<file path="src/rtl/fe_pkg.sv">
// Shared definitions for bus_timer: register byte offsets, CTRL/STATUS bit
// positions and the two-state timer FSM encoding.
package fe_pkg;

  localparam logic [3:0] TIMER_OFF_CTRL   = 4'h0;
  localparam logic [3:0] TIMER_OFF_LOAD   = 4'h4;
  localparam logic [3:0] TIMER_OFF_COUNT  = 4'h8;
  localparam logic [3:0] TIMER_OFF_STATUS = 4'hC;

  localparam int unsigned CTRL_EN_BIT        = 0;
  localparam int unsigned CTRL_AUTO_BIT      = 1;
  localparam int unsigned CTRL_IRQEN_BIT     = 2;
  localparam int unsigned CTRL_PRESC_LSB     = 8;
  localparam int unsigned CTRL_PRESC_MSB     = 15;
  localparam int unsigned STATUS_EXPIRED_BIT = 0;

  typedef enum logic [0:0] {
    TIMER_IDLE = 1'b0,
    TIMER_RUN  = 1'b1
  } timer_state_e;

endpackage

</file>
<file path="src/rtl/bus_timer_prescaler.sv">
// Tick divider for bus_timer: one tick every limit+1 enabled cycles.
// Only built when BUS_TIMER_PRESCALER_EN is defined.
`ifdef BUS_TIMER_PRESCALER_EN
module bus_timer_prescaler (
  input  logic       clk,
  input  logic       n_rst,
  input  logic       clear,
  input  logic       enable,
  input  logic [7:0] limit,
  output logic       tick
);

  logic [7:0] cnt_q, cnt_d;

  assign tick = enable && (cnt_q == limit);

  always_comb begin
    cnt_d = cnt_q;
    if (clear) begin
      cnt_d = '0;
    end else if (enable) begin
      cnt_d = tick ? '0 : cnt_q + 8'd1;
    end
  end

  always_ff @(posedge clk or negedge n_rst) begin
    if (!n_rst) begin
      cnt_q <= '0;
    end else begin
      cnt_q <= cnt_d;
    end
  end

endmodule
`endif

</file>
<file path="src/rtl/bus_timer.sv">
// bus_timer: memory-mapped down-counting timer (CTRL/LOAD/COUNT/STATUS).
// Define BUS_TIMER_PRESCALER_EN to build the programmable prescaler in CTRL[15:8].
module bus_timer
  import fe_pkg::*;
#(
  parameter int unsigned COUNT_WIDTH = 32
) (
  input  logic        clk,
  input  logic        n_rst,
  input  logic        sel,
  input  logic [3:0]  addr,
  input  logic [31:0] wrdata,
  input  logic        wren,
  output logic [31:0] rddata,
  output logic        irq,
  output logic        timeout
);

  timer_state_e           state_q, state_d;
  logic                   auto_q, auto_d;
  logic                   irqen_q, irqen_d;
  logic                   expired_q, expired_d;
  logic                   timeout_q;
  logic [COUNT_WIDTH-1:0] load_q, load_d;
  logic [COUNT_WIDTH-1:0] count_q, count_d;
  logic [COUNT_WIDTH-1:0] wr_value;
  logic [3:0]             reg_off;
  logic                   wr, ctrl_wr, load_wr, count_wr, status_wr;
  logic                   run, start, stop, presc_clear;
  logic                   tick, tick_act, expire;
  logic                   unused_bus;

  assign reg_off     = {addr[3:2], 2'b00};
  assign wr          = sel & wren;
  assign ctrl_wr     = wr && (reg_off == TIMER_OFF_CTRL);
  assign load_wr     = wr && (reg_off == TIMER_OFF_LOAD);
  assign count_wr    = wr && (reg_off == TIMER_OFF_COUNT);
  assign status_wr   = wr && (reg_off == TIMER_OFF_STATUS);
  assign run         = (state_q == TIMER_RUN);
  assign start       = ctrl_wr && wrdata[CTRL_EN_BIT] && !run;
  assign stop        = ctrl_wr && !wrdata[CTRL_EN_BIT];
  assign presc_clear = start || count_wr;
  assign wr_value    = wrdata[COUNT_WIDTH-1:0];
  assign unused_bus  = ^{addr[1:0], wrdata};

`ifdef BUS_TIMER_PRESCALER_EN
  logic [7:0] prescale_q, prescale_d;

  bus_timer_prescaler u_prescaler (
    .clk   (clk),
    .n_rst (n_rst),
    .clear (presc_clear),
    .enable(run),
    .limit (prescale_q),
    .tick  (tick)
  );

  always_comb begin
    prescale_d = prescale_q;
    if (ctrl_wr) prescale_d = wrdata[CTRL_PRESC_MSB:CTRL_PRESC_LSB];
  end

  always_ff @(posedge clk or negedge n_rst) begin
    if (!n_rst) prescale_q <= '0;
    else        prescale_q <= prescale_d;
  end
`else
  logic unused_presc_clear;
  assign unused_presc_clear = presc_clear;
  assign tick = run;
`endif

  // A COUNT write or a stopping CTRL write swallows a coincident tick entirely.
  assign tick_act = tick && !count_wr && !stop;
  assign expire   = tick_act && (count_q == '0);

  always_comb begin
    state_d   = state_q;
    auto_d    = auto_q;
    irqen_d   = irqen_q;
    load_d    = load_q;
    count_d   = count_q;
    expired_d = expired_q;

    if (tick_act) begin
      if (count_q != '0) count_d = count_q - COUNT_WIDTH'(1);
      else if (auto_q)   count_d = load_q;
      else               state_d = TIMER_IDLE;
    end

    if (ctrl_wr) begin
      auto_d  = wrdata[CTRL_AUTO_BIT];
      irqen_d = wrdata[CTRL_IRQEN_BIT];
      if (wrdata[CTRL_EN_BIT]) begin
        state_d = TIMER_RUN;
        if (!run) count_d = load_q;
      end else begin
        state_d = TIMER_IDLE;
      end
    end
    if (load_wr)  load_d  = wr_value;
    if (count_wr) count_d = wr_value;

    // Hardware set is applied last so it beats a same-cycle W1C.
    if (status_wr && wrdata[STATUS_EXPIRED_BIT]) expired_d = 1'b0;
    if (expire) expired_d = 1'b1;
  end

  always_ff @(posedge clk or negedge n_rst) begin
    if (!n_rst) begin
      state_q   <= TIMER_IDLE;
      auto_q    <= 1'b0;
      irqen_q   <= 1'b0;
      load_q    <= '0;
      count_q   <= '0;
      expired_q <= 1'b0;
      timeout_q <= 1'b0;
    end else begin
      state_q   <= state_d;
      auto_q    <= auto_d;
      irqen_q   <= irqen_d;
      load_q    <= load_d;
      count_q   <= count_d;
      expired_q <= expired_d;
      timeout_q <= expire;
    end
  end

  always_comb begin
    rddata = '0;
    if (sel) begin
      case (reg_off)
        TIMER_OFF_CTRL: begin
          rddata[CTRL_EN_BIT]    = run;
          rddata[CTRL_AUTO_BIT]  = auto_q;
          rddata[CTRL_IRQEN_BIT] = irqen_q;
`ifdef BUS_TIMER_PRESCALER_EN
          rddata[CTRL_PRESC_MSB:CTRL_PRESC_LSB] = prescale_q;
`endif
        end
        TIMER_OFF_LOAD:   rddata = 32'(load_q);
        TIMER_OFF_COUNT:  rddata = 32'(count_q);
        TIMER_OFF_STATUS: rddata[STATUS_EXPIRED_BIT] = expired_q;
        default:          rddata = '0;
      endcase
    end
  end

  assign irq     = expired_q & irqen_q;
  assign timeout = timeout_q;

endmodule

</file>
<file path="config.mk">
export PLATFORM = sky130hd
export DESIGN_NAME = bus_timer
export DESIGN_NICKNAME = d
export VERILOG_FILES = /design/src/rtl/fe_pkg.sv /design/src/rtl/bus_timer_prescaler.sv /design/src/rtl/bus_timer.sv
export SDC_FILE = /design/constraint.sdc
export NUM_CORES = 1
export LEC_CHECK = 0
export BUFFER_PORTS_ARGS = -buffer_cell sky130_fd_sc_hd__buf_2
export CAP_MARGIN = 15
export CORE_MARGIN = 4
export CORE_UTILIZATION = 43
export DETAILED_ROUTE_END_ITERATION = 10
export HOLD_SLACK_MARGIN = 0.12
export SLEW_MARGIN = 5
export SYNTH_ARGS = -nofsm -noshare
export SYNTH_HDL_FRONTEND = slang
export SYNTH_SLANG_ARGS = --single-unit
</file>
<file path="constraint.sdc">
create_clock -name clk -period 3 [get_ports clk]
set_input_delay 0 -clock clk [delete_from_list [all_inputs] [get_ports clk]]
set_output_delay 0 -clock clk [all_outputs]
set_load 0.01 [all_outputs]
</file>
* Word level (Yosys, flattened, before mapping)
Index checks and enable logic that the tools add are counted.
W data, S select, Z words.
** Operators by class
- Magnitude comparators :: 0
- Bitwise gates (word level) :: 2
- $add $sub $neg :: 1
- Shifts and indexed selects :: 0
- Reductions and logical operators :: 18
- Eq/ne operators :: 5
- Multiplexer cells :: 18
- Divide/modulo/power cells :: 0
- Multipliers :: 0
** Operators by type and width (count)
- $mux W32 :: 8
- $pmux W29 S2 :: 1
- $logic_not A32 Y1 :: 1
- $reduce_bool A32 Y1 :: 1
- $sub A32 B1 Y32 const B :: 1
- $logic_and A1 B1 Y1 :: 9
- $mux W1 :: 7
- $pmux W2 S3 :: 1
- $eq A2 B2 Y1 const B :: 2
- $logic_not A4 Y1 :: 1
- $pmux W1 S4 :: 1
- $reduce_bool A2 Y1 :: 2
- $logic_not A1 Y1 :: 3
- $reduce_and A3 Y1 :: 1
- $and A1 B1 Y1 :: 2
- $eq A2 B1 Y1 const B :: 1
- $ne A2 B1 Y1 const B :: 1
- $ne A2 B2 Y1 const B :: 1
** Storage, ports and cells
- Memories :: 0
- Register bits after elaboration :: 69
- Bits in latches :: 0
- ROM bits :: 0
- Memory bits (writable) :: 0

* Depth between registers and ports, before layout
- Depth after elaboration :: 10
- Mapped depth :: 10
- Depth with buffers taken out :: 8

* Worst setup path before layout
No wires, ideal clock.
- Path type :: reg2reg
- From :: register count_q[0]
- To :: register count_q[14]
- Setup slack :: 833 ps
- Cell stages (with the launch flop) :: 9
- Data arrival time :: 2091 ps
- Clock period less this slack :: 2167 ps
- Data required time :: 2923 ps
- Cells stage by stage :: dfrtp_1 inv_1 ha_1 or3b_2 nor3_1 nand4_1 a211o_1 and3_1 o21ai_1
** On the way
- Cells in the longest elaborated chain, start to end :: 7
- Elaborated cells between the ends (all ways) :: 8
- Those cells by class :: 1 x add/sub; 6 x mux; 1 x reduce/logical
** RTL lines
- start, declared :: line bus_timer.sv:25 : logic [COUNT_WIDTH-1:0] count_q, count_d;
- start signal, assigned :: line bus_timer.sv:123 : count_q <= count_d;
- $sub A32 B1 Y32 or $reduce_bool A32 Y1 (tied branches) :: line bus_timer.sv:86 : if (count_q != '0) count_d = count_q - COUNT_WIDTH'(1);
- $mux W32 * :: line bus_timer.sv:86
- $mux W32 * :: line bus_timer.sv:85 : if (tick_act) begin
- $mux W32 :: line bus_timer.sv:96 : if (!run) count_d = load_q;
- $mux W32 :: line bus_timer.sv:94 : if (wrdata[CTRL_EN_BIT]) begin
- $mux W32 * :: line bus_timer.sv:91 : if (ctrl_wr) begin
- $mux W32 * :: line bus_timer.sv:102 : if (count_wr) count_d = wr_value;
- via count_d[14] :: line bus_timer.sv:25
The timed path passes the listed nets; every way through them passes the cells marked *.
A chain may end at the register's enable or synchronous reset.

* Worst setup path in the final report
- From :: register count_q[0]
- To :: register count_q[7]
Same word-level chain as after synthesis.

==> run metrics <==
max-cap check violation count 0; Final #Nets 703; pin count of the biggest net entering global routing 39; IO buf count 71; Setup WS pre-CTS 0.528 ns; fin. max-slew vios 0; die width 116 um; Clk pin slew, worst setup/hold paths 0.06 ns; area of the multi-input gates 0.00303 mm2; CTS tree built; top post-synthesis cells by area dfrtp_1 35%, mux2_2 7.9%, a22oi_1 5.6%; cell-internal power 2.28 mW; Root Buffer clkbuf_16; synth unique cells 79; ant diodes 0; Yosys top cell area share 34.6%; Slew @ Worst Pin 0.651 ns; final hold viol count 0; Static Leakage 2.54 nW; Post-CTS Hold Buffers 34; most frequent cell after synthesis dfrtp_1; CTS H-tree lvls 3; GPL Wtd Cong 0.919; Synth warnings 0; clk sink count 69; maximum clock frequency 394 MHz; post_cts resized 0; min-delay worst type in2reg; Die Y 116 um; Worst Setup Start Kind flop; TritonRoute pass-1 iters 5; CP required 3.22 ns; Crit-path slowest cell dfrtp_1; Die ar. 0.0134 mm2; area of the core 0.0114 mm2; status completed; share of async-settable or async-resettable flops after synthesis 100%; sequence of cells on the critical path inv_1, ha_1, nor4b_2, nand4b_2, nor3_4, buf_4, nand3_1, o41ai_1, o22ai_1; Site Rows 39; CP Class reg2reg; sequential group share of total power 43.0%; Largest stage delay, worst path 0.46 ns; Routed WL 16600 um; Sw Pwr 1.38 mW; Clock Tree Buf Depth 2; Final Cycle Share 84.6%; Num CTS Buffers 9; EDFF count, synth 0; Via Count 5109; Max Clock Skew 0.00452 ns; vias in the first global route 4906; cell count after synthesis 557; sequential fraction of the synthesis area 34.6%; number of fill cells 1069; worst skew pair latency 0.35 ns; crit path time final 2.54 ns; Ports 74; largest area contributor in the netlist dfrtp_1; CP arrival 2.76 ns; PD cells 594 mW/mm2; antenna violations before repair 0; Most used DFF post-synth dfrtp_1; Syn Area/Cell 8.96 um2; register area 0.00173 mm2; fin worst setup slack 0.462 ns; Fin Setup TNS 0 ns; via/cell ratio 6.35; final setup fails 0; unrepaired setup endpoints after global routing false; Synth-to-Final Area Change 23.5%; Comb power frac 30.5%; first-pass GRT wire length 26200 um; wire per inst 20.7 um; Worst setup EP type flop; Net Sw Frac 37.8%; hpwl dp 11400 um; Clk pwr share 26.5%; syn nets 603; setup bufs post-CTS 0; layout cell share with drive strength beyond 1 26.9%; gr ovfl total 0; Initial DRC Count 383; antenna viol nets, final 0; VDD IR-drop max 399 uV; initial core utilization 43.9%; crit-path max FO 28; Total GRT Usage 25.4%; worst rel slew slack 56.6%; FF+latch count, synth 69; Mapped Area 0.00499 mm2; synth cell count leaders 69 x dfrtp_1, 68 x nor2_1, 37 x a22oi_1; DRC viols 0
-- metal layers --
metal	GRT usage, %	vias to the layer above	share of wire [%]
met3	6.21	19	6.3
met2	41.4	203	48
met5	0	-	0
met1	34.2	2530	44
li1	-	2357	-
met4	6.03	0	1.2
-- power by group through the flow --
stage	logic, mW	registers (mW)	clock network (mW)
finish	1.12	1.58	0.972
CTS	1.11	1.56	0.997
detailed placement	1.07	1.58	0
global placement	1.04	1.57	0
floorplan	0.827	1.42	0
global route	1.22	1.62	1.04
-- registers in the layout (all words and copies together) (netlist names) --
signal and count:
auto_q 1, count_q 32, expired_q 1, irqen_q 1
load_q 32, run 1, timeout 1
-- placed cells by master, fill, tap and decap left out, types with 7 or more instances in the layout --
cell,instances
nor2_1,68
a22oi_1,37
mux2i_1,8
o211ai_1,7
a21oi_1,20
inv_1,12
nand2b_1,7
clkbuf_16,9
dlygate4sd3_1,34
or3_1,13
buf_2,71
o21ai_0,29
dfrtp_1,69
nor3_1,20
nand2_1,24
buf_4,31
nand3_1,15
o22ai_1,17
mux2_2,35
o41ai_1,9
-- cell type report --
cell class              count  area share [%]
clock inverters             2           0.162
multi-input cells         429            49.1
clock buffers              13            4.06
well taps                 143            2.90
inverters                  12           0.731
flip-flops and latches     69            28.0
repair buffers            136            15.1
-- stage by stage --
| step | hold slack [ns] | total power [mW] | std cells | util, % | area, um2 |
|---|---|---|---|---|---|
| 2_1_floorplan | -0.296 | 2.24 | 557 | - | 4990 |
| 3_3_place_gp | 0.0729 | 2.61 | 755 | 48.9 | 5570 |
| 3_5_place_dp | 0.0711 | 2.65 | 755 | 48.9 | 5570 |
| 4_1_cts | 0.140 | 3.67 | 804 | 54.2 | 6170 |
| 5_1_grt | 0.188 | 3.89 | 804 | 54.2 | 6170 |
| 6_report | 0.154 | 3.66 | 804 | 54.2 | 6170 |
-- final timing paths --
path | from | end | slack, ns | cells past startpoint
max in group asynchronous | n_rst | load_q[15] | 2.36 | 3
min in group asynchronous | n_rst | load_q[31] | 0.22 | 3
min | sel | expired_q | 0.15 | 4
max | count_q[0] | count_q[7] | 0.46 | 9
min reg2reg | irqen_q | irqen_q | 0.53 | 1
max reg2reg | count_q[0] | count_q[7] | 0.46 | 9
-- logic make-up after synthesis --
family                     after synthesis  share of synthesized area, %
and+or+nand+nor                        198                          22.8
DFF                                     69                          34.6
AOI/OAI and AO/OA                      182                          26.8
adders and majority gates                6                          1.50
buffers and inverters                   59                          4.79
muxes                                   43                          9.50
-- worst max-delay path: cells and delay by family (launching register included) --
family / cells / cell delay (ns)
AOI/OAI and AO/OA: 2 / 0.30
buffers and inverters: 2 / 0.45
adders and majority gates: 1 / 0.15
and+or+nand+nor: 4 / 1.04
DFF: 1 / 0.46
(Power assumes the default switching activity.)
